**src/rtl/sdram_line_reader.sv**
```systemverilog
// Streams one video line from SDRAM over Avalon-MM into a byte-wide VGA line FIFO.
// Reads are credit-limited so that every read in flight always has a slot in the word buffer.
module sdram_line_reader #(
    parameter int WORDS_PER_LINE = 512,
    parameter int MAX_PENDING    = 8
) (
    input  logic        iCLK,
    input  logic        iRST,
    input  logic        iLOAD_REQ,
    input  logic [12:0] iLINE,
    input  logic [24:0] iFRAME_BASE,
    output logic        oRD_EN,
    output logic [24:0] oRD_ADDR,
    input  logic        iWAIT_REQUEST,
    input  logic [15:0] iRD_DATA,
    input  logic        iRD_DATAVALID,
    output logic [7:0]  oWDATA,
    output logic        oWEN,
    input  logic        iFIFO_FULL,
    output logic        oBUSY,
    output logic        oDONE,
    output logic        oMISSED
);

    localparam int CW = $clog2(WORDS_PER_LINE + 1);
    localparam int PW = $clog2(MAX_PENDING + 1);
    localparam int AW = $clog2(MAX_PENDING);

    localparam logic [1:0] ST_IDLE  = 2'd0;
    localparam logic [1:0] ST_READ  = 2'd1;
    localparam logic [1:0] ST_FLUSH = 2'd2;

    localparam logic [CW-1:0] LP_WORDS  = CW'(WORDS_PER_LINE);
    localparam logic [PW:0]   LP_CREDIT = (PW + 1)'(MAX_PENDING);

    logic [1:0]    r_state;
    logic [24:0]   r_addr;
    logic [CW-1:0] r_issued;
    logic [PW-1:0] r_pending;
    logic [PW-1:0] r_count;
    logic [AW-1:0] r_wptr;
    logic [AW-1:0] r_rptr;
    logic          r_byte_sel;
    logic          r_busy;
    logic          r_done;
    logic          r_missed;
    logic [15:0]   r_buf [MAX_PENDING];

    logic [24:0]   w_line_off;
    logic [24:0]   w_start;
    logic          w_active;
    logic          w_credit;
    logic          w_rd_en;
    logic          w_accept;
    logic          w_push;
    logic          w_pop;
    logic          w_pop_word;
    logic          w_done_now;
    logic [15:0]   w_head;

    assign w_line_off = {12'd0, iLINE} * 25'(WORDS_PER_LINE);
    assign w_start    = iFRAME_BASE + w_line_off;
    assign w_active   = (r_state != ST_IDLE);

    // Buffered words count against the credit too, so the buffer can never overflow.
    assign w_credit   = ({1'b0, r_pending} + {1'b0, r_count}) < LP_CREDIT;
    assign w_rd_en    = (r_state == ST_READ) && (r_issued < LP_WORDS) && w_credit;
    assign w_accept   = w_rd_en && !iWAIT_REQUEST;
    assign w_push     = iRD_DATAVALID && w_active && (r_pending != '0);
    assign w_pop      = w_active && (r_count != '0) && !iFIFO_FULL;
    assign w_pop_word = w_pop && r_byte_sel;
    assign w_done_now = w_pop_word && (r_issued == LP_WORDS) && (r_pending == '0)
                        && (r_count == PW'(1)) && !w_push;
    assign w_head     = r_buf[r_rptr];

    assign oRD_EN   = w_rd_en;
    assign oRD_ADDR = r_addr;
    assign oWEN     = w_pop;
    assign oWDATA   = (w_active && r_count != '0) ? (r_byte_sel ? w_head[15:8] : w_head[7:0]) : 8'h00;
    assign oBUSY    = r_busy;
    assign oDONE    = r_done;
    assign oMISSED  = r_missed;

    // NOTE: the word buffer is deliberately not reset; r_count gates every read of it.
    always_ff @(posedge iCLK) begin
        if (w_push) begin
            r_buf[r_wptr] <= iRD_DATA;
        end
    end

    // NOTE: state uses non-blocking assignments only, so every branch sees pre-edge values.
    always_ff @(posedge iCLK) begin
        if (iRST) begin
            r_state    <= ST_IDLE;
            r_addr     <= '0;
            r_issued   <= '0;
            r_pending  <= '0;
            r_count    <= '0;
            r_wptr     <= '0;
            r_rptr     <= '0;
            r_byte_sel <= 1'b0;
            r_busy     <= 1'b0;
            r_done     <= 1'b0;
            r_missed   <= 1'b0;
        end else begin
            r_done   <= 1'b0;
            r_missed <= iLOAD_REQ && (r_busy || r_done);
            if (r_state == ST_IDLE) begin
                if (iLOAD_REQ && !r_done) begin
                    r_state    <= ST_READ;
                    r_addr     <= w_start;
                    r_issued   <= '0;
                    r_pending  <= '0;
                    r_count    <= '0;
                    r_wptr     <= '0;
                    r_rptr     <= '0;
                    r_byte_sel <= 1'b0;
                    r_busy     <= 1'b1;
                end
            end else begin
                r_issued  <= r_issued + CW'(w_accept);
                r_pending <= r_pending + PW'(w_accept) - PW'(w_push);
                r_count   <= r_count + PW'(w_push) - PW'(w_pop_word);
                if (w_accept) begin
                    r_addr <= r_addr + 25'd1;
                end
                if (w_push) begin
                    r_wptr <= r_wptr + AW'(1);
                end
                if (w_pop_word) begin
                    r_rptr <= r_rptr + AW'(1);
                end
                if (w_pop) begin
                    r_byte_sel <= ~r_byte_sel;
                end
                if (w_done_now) begin
                    r_state <= ST_IDLE;
                    r_busy  <= 1'b0;
                    r_done  <= 1'b1;
                end else if (r_state == ST_READ && r_issued == LP_WORDS) begin
                    r_state <= ST_FLUSH;
                end
            end
        end
    end

endmodule

```
**config.mk**
```make
export PLATFORM = sky130hd
export DESIGN_NAME = sdram_line_reader
export DESIGN_NICKNAME = d
export VERILOG_FILES = /design/src/rtl/sdram_line_reader.sv
export SDC_FILE = /design/constraint.sdc
export NUM_CORES = 1
export LEC_CHECK = 0
export ABC_AREA = 1
export BUFFER_PORTS_ARGS = -buffer_cell sky130_fd_sc_hd__buf_2
export CORE_UTILIZATION = 50
export CTS_CLUSTER_DIAMETER = 80
export CTS_CLUSTER_SIZE = 24
export DETAILED_ROUTE_END_ITERATION = 6
export PLACE_DENSITY = 0.83
export SLEW_MARGIN = 0
export SYNTH_ARGS = -nofsm -noshare
export SYNTH_HDL_FRONTEND = slang
export SYNTH_SLANG_ARGS = --single-unit
```
**constraint.sdc**
```tcl
create_clock -name iCLK -period 2.3 [get_ports iCLK]
set_input_delay 0.23 -clock iCLK [delete_from_list [all_inputs] [get_ports iCLK]]
set_output_delay 0.23 -clock iCLK [all_outputs]
set_load 0.05 [all_outputs]
```
==> reports/results.txt <==
status: complete, but fails checks
violated checks: design-rule violations, negative setup slack
clk buf depth: 2
reg2reg start: r_pending[2]
unrepaired setup endpoints after global routing: yes
initial antenna violation count: 0
post-synthesis simple-gate area fraction: 20.8%
Post-synth top cells: 219 x nand2_1, 169 x nor2_1, 128 x edfxtp_1
crit-path max FO: 14
Die W: 139 um
Clock transition at path regs: 0.07 ns
CP startpoint kind: register
Placer Congestion: 0.895
sequential fraction of the synthesis area: 53.3%
Mapped Cells: 1057
final design utilization: 62.0%
met2 wire length: 11.9 mm
adder-cell share of the synthesized area: 4.77%
DRC: 5
Max Slew Vio Count: 0
endpoints failing hold: 0
Synth area leader: edfxtp_1
hold path start: iLOAD_REQ
Die Footprint: 19300 um2
Cell variety after synth: 47
Hold WC Path Type: in -> reg
antenna viol nets, final: 0
worst-margin pin slew: 0.783 ns
starting density of the core: 51.6%
worst setup path class: reg -> out
CTS root buffer: clkbuf_16
P_sw: 1980 uW
CTS tree: done
Area Overhead vs Synth: 20.2%
post-synthesis xor/xnor area fraction: 1.49%
total CTS buffers: 17
sequential power share: 50.3%
Syn Nets: 1151
Logic pwr share: 11.7%
Worst VDD drop: 566 uV
Period minus WS final: 2.35 ns
top-count cell post-synth: nand2_1
Switching Share: 26.9%
syn_area_per_cell: 8.88 um2
post-route setup slack: -0.0505 ns
Highest Signal Layer: met4
Rel. slew slack: 47.7%
Wirelength per Cell: 17.1 um
vias in the first global route: 7567
Top FF cell, synth: edfxtp_1
Worst Skew: 0.0114 ns
Cell Area, Synth: 9390 um2
hpwl dp: 15.2 mm
pre-CTS setup slack: -0.00981 ns
Worst EP required: 2.07 ns
Arrival @ worst endpoint: 2.12 ns
Initial DRC Count: 836
largest net degree at the start of global routing: 46
synthesis warning total: 0
grt total ovfl: 0
CP endpoint kind: primary output
total number of vias: 8041
gr usage total: 24.8%
cell row count: 49
mux share of post-synthesis cell area: 0.107%
clock latency on the worst-skew pair: 0.44 ns
filler cell count: 1401
Nets: 1273
M1 WL: 9.61 mm
Multi-input gate area: 4050 um2
Pre-antenna DRT Iters: 7
number of synthesized register bits: 186
input/output buffers: 97
top-area cell type share of the netlist area: 40.9%
Setup violations, final: 5
Peak Freq: 0.425 GHz
Max-Cap Viols: 0
layout cell share with drive strength beyond 1: 21.1%
Post-synth ARST share: 0%
core box area: 18200 um2
WL met3: 2.02 mm
CTS H-tree depth: 4
Clock power frac: 38.0%
diode count: 0
complex-gate fraction of the synthesized area: 13.6%
Post-synth EDFFs: 128
FF/Latch Area: 5010 um2
die height: 139 um
combinational family with the most area after synthesis: simple AND/OR/NAND/NOR gates
first-pass GRT wire length: 37.5 mm
Lkg Pwr: 0.00452 uW
Sink Count: 186
pwr dens: 653 nW/um2
Area contributors post-synth: edfxtp_1 41%, dfxtp_1 12%, nand2_1 8.8%, nor2_1 6.8%, o21ai_0 5.5%
IO Pins: 98
Int Pwr: 5390 uW
Total Routed Length: 24.3 mm
final period utilization: 102%
vias per cell: 5.66
timing repair:
action | CTS | global route
pin swaps | 2 | 21
hold buffers | 0 | 0
cloned | 0 | 3
gates resized for setup | 27 | 82
buffers inserted | 1 | 5
endpoints found under the setup margin | 13 | 19
worst paths after layout:
| path | to | slack, ns | cells after the start |
|---|---|---|---|
| worst max-delay path | oWDATA[1] | -0.05 | 9 |
| worst min-delay path | oMISSED | 0.04 | 3 |
| worst max register to register | r_pending[1] | -0.04 | 10 |
| worst min register to register | oBUSY | 0.48 | 2 |
logic make-up after synthesis:
| family | after synthesis |
|---|---|
| AND/OR/NAND/NOR | 466 |
| flip-flops | 186 |
| multiplexers | 1 |
| adder cells (fa/ha/maj) | 34 |
| AO/OA/AOI/OAI | 221 |
| XOR/XNOR | 16 |
| buffers and inverters | 133 |
metal layers:
layer	global-route usage, %	up-vias
li1	-	3865
met1	32.0	3708
met2	41.7	411
met3	4.39	57
met4	9.59	0
met5	0	-
flip-flops by register name, indices dropped and copies added, names as in the netlist, named ones only:
register and flops:
oBUSY 1, oDONE 1, oMISSED 1, oRD_ADDR 25, r_buf 128, r_byte_sel 1
r_count 4, r_issued 10, r_pending 4, r_rptr 3, r_state 2, r_wptr 3
worst max-delay path, cell delays in order (launching register included):
cell and delay, ns:
dfxtp_4 0.49, clkinv_8 0.14, buf_4 0.19, o21ai_0 0.22, o22ai_1 0.11, nand2_1 0.07, nand2_1 0.05, nor2_1 0.18
a211oi_4 0.06, buf_6 0.18
metrics by stage:
stage                     instance area, um2  setup TNS (ns)  total power (uW)  std cells  hold WS, ns
after floorplan                         9400          -0.410              4370       1057        0.329
after global placement                 10300               0              4610       1380        0.464
after detailed placement               10300         -0.0122              4620       1380        0.470
after CTS                              10900          -0.109              7390       1413       0.0263
after global routing                   11300           -1.27              7640       1421       0.0344
final                                  11300          -0.114              7370       1421       0.0359
power by group through the flow:
| stage | registers (uW) | logic (uW) | clock network [uW] |
|---|---|---|---|
| 2_1_floorplan | 3940 | 428 | 0 |
| 3_3_place_gp | 3780 | 830 | 0 |
| 3_5_place_dp | 3780 | 848 | 0 |
| 4_1_cts | 3700 | 855 | 2830 |
| 5_1_grt | 3710 | 950 | 2980 |
| 6_report | 3710 | 865 | 2800 |
layout make-up:
class                   instances  share of cell area (%)
multi-input cells             738                    35.9
clock inverters                15                    1.24
flip-flops and latches        186                    44.4
clock buffers                  17                    3.77
inverters                      95                    3.40
well taps                     229                    2.54
repair buffers                141                    8.70
cell usage in the layout, fill, tap and decap left out, drive strengths merged, types with 8 or more instances in the layout:
cell,n
a211oi,12
a21oi,47
buf,139
clkbuf,19
clkinv,8
dfxtp,58
edfxtp,128
ha,31
inv,97
nand2,224
nand3,42
nor2,176
nor3,10
o211ai,9
o21ai,106
o22ai,26
xor2,9
(Power assumes the default switching activity.)
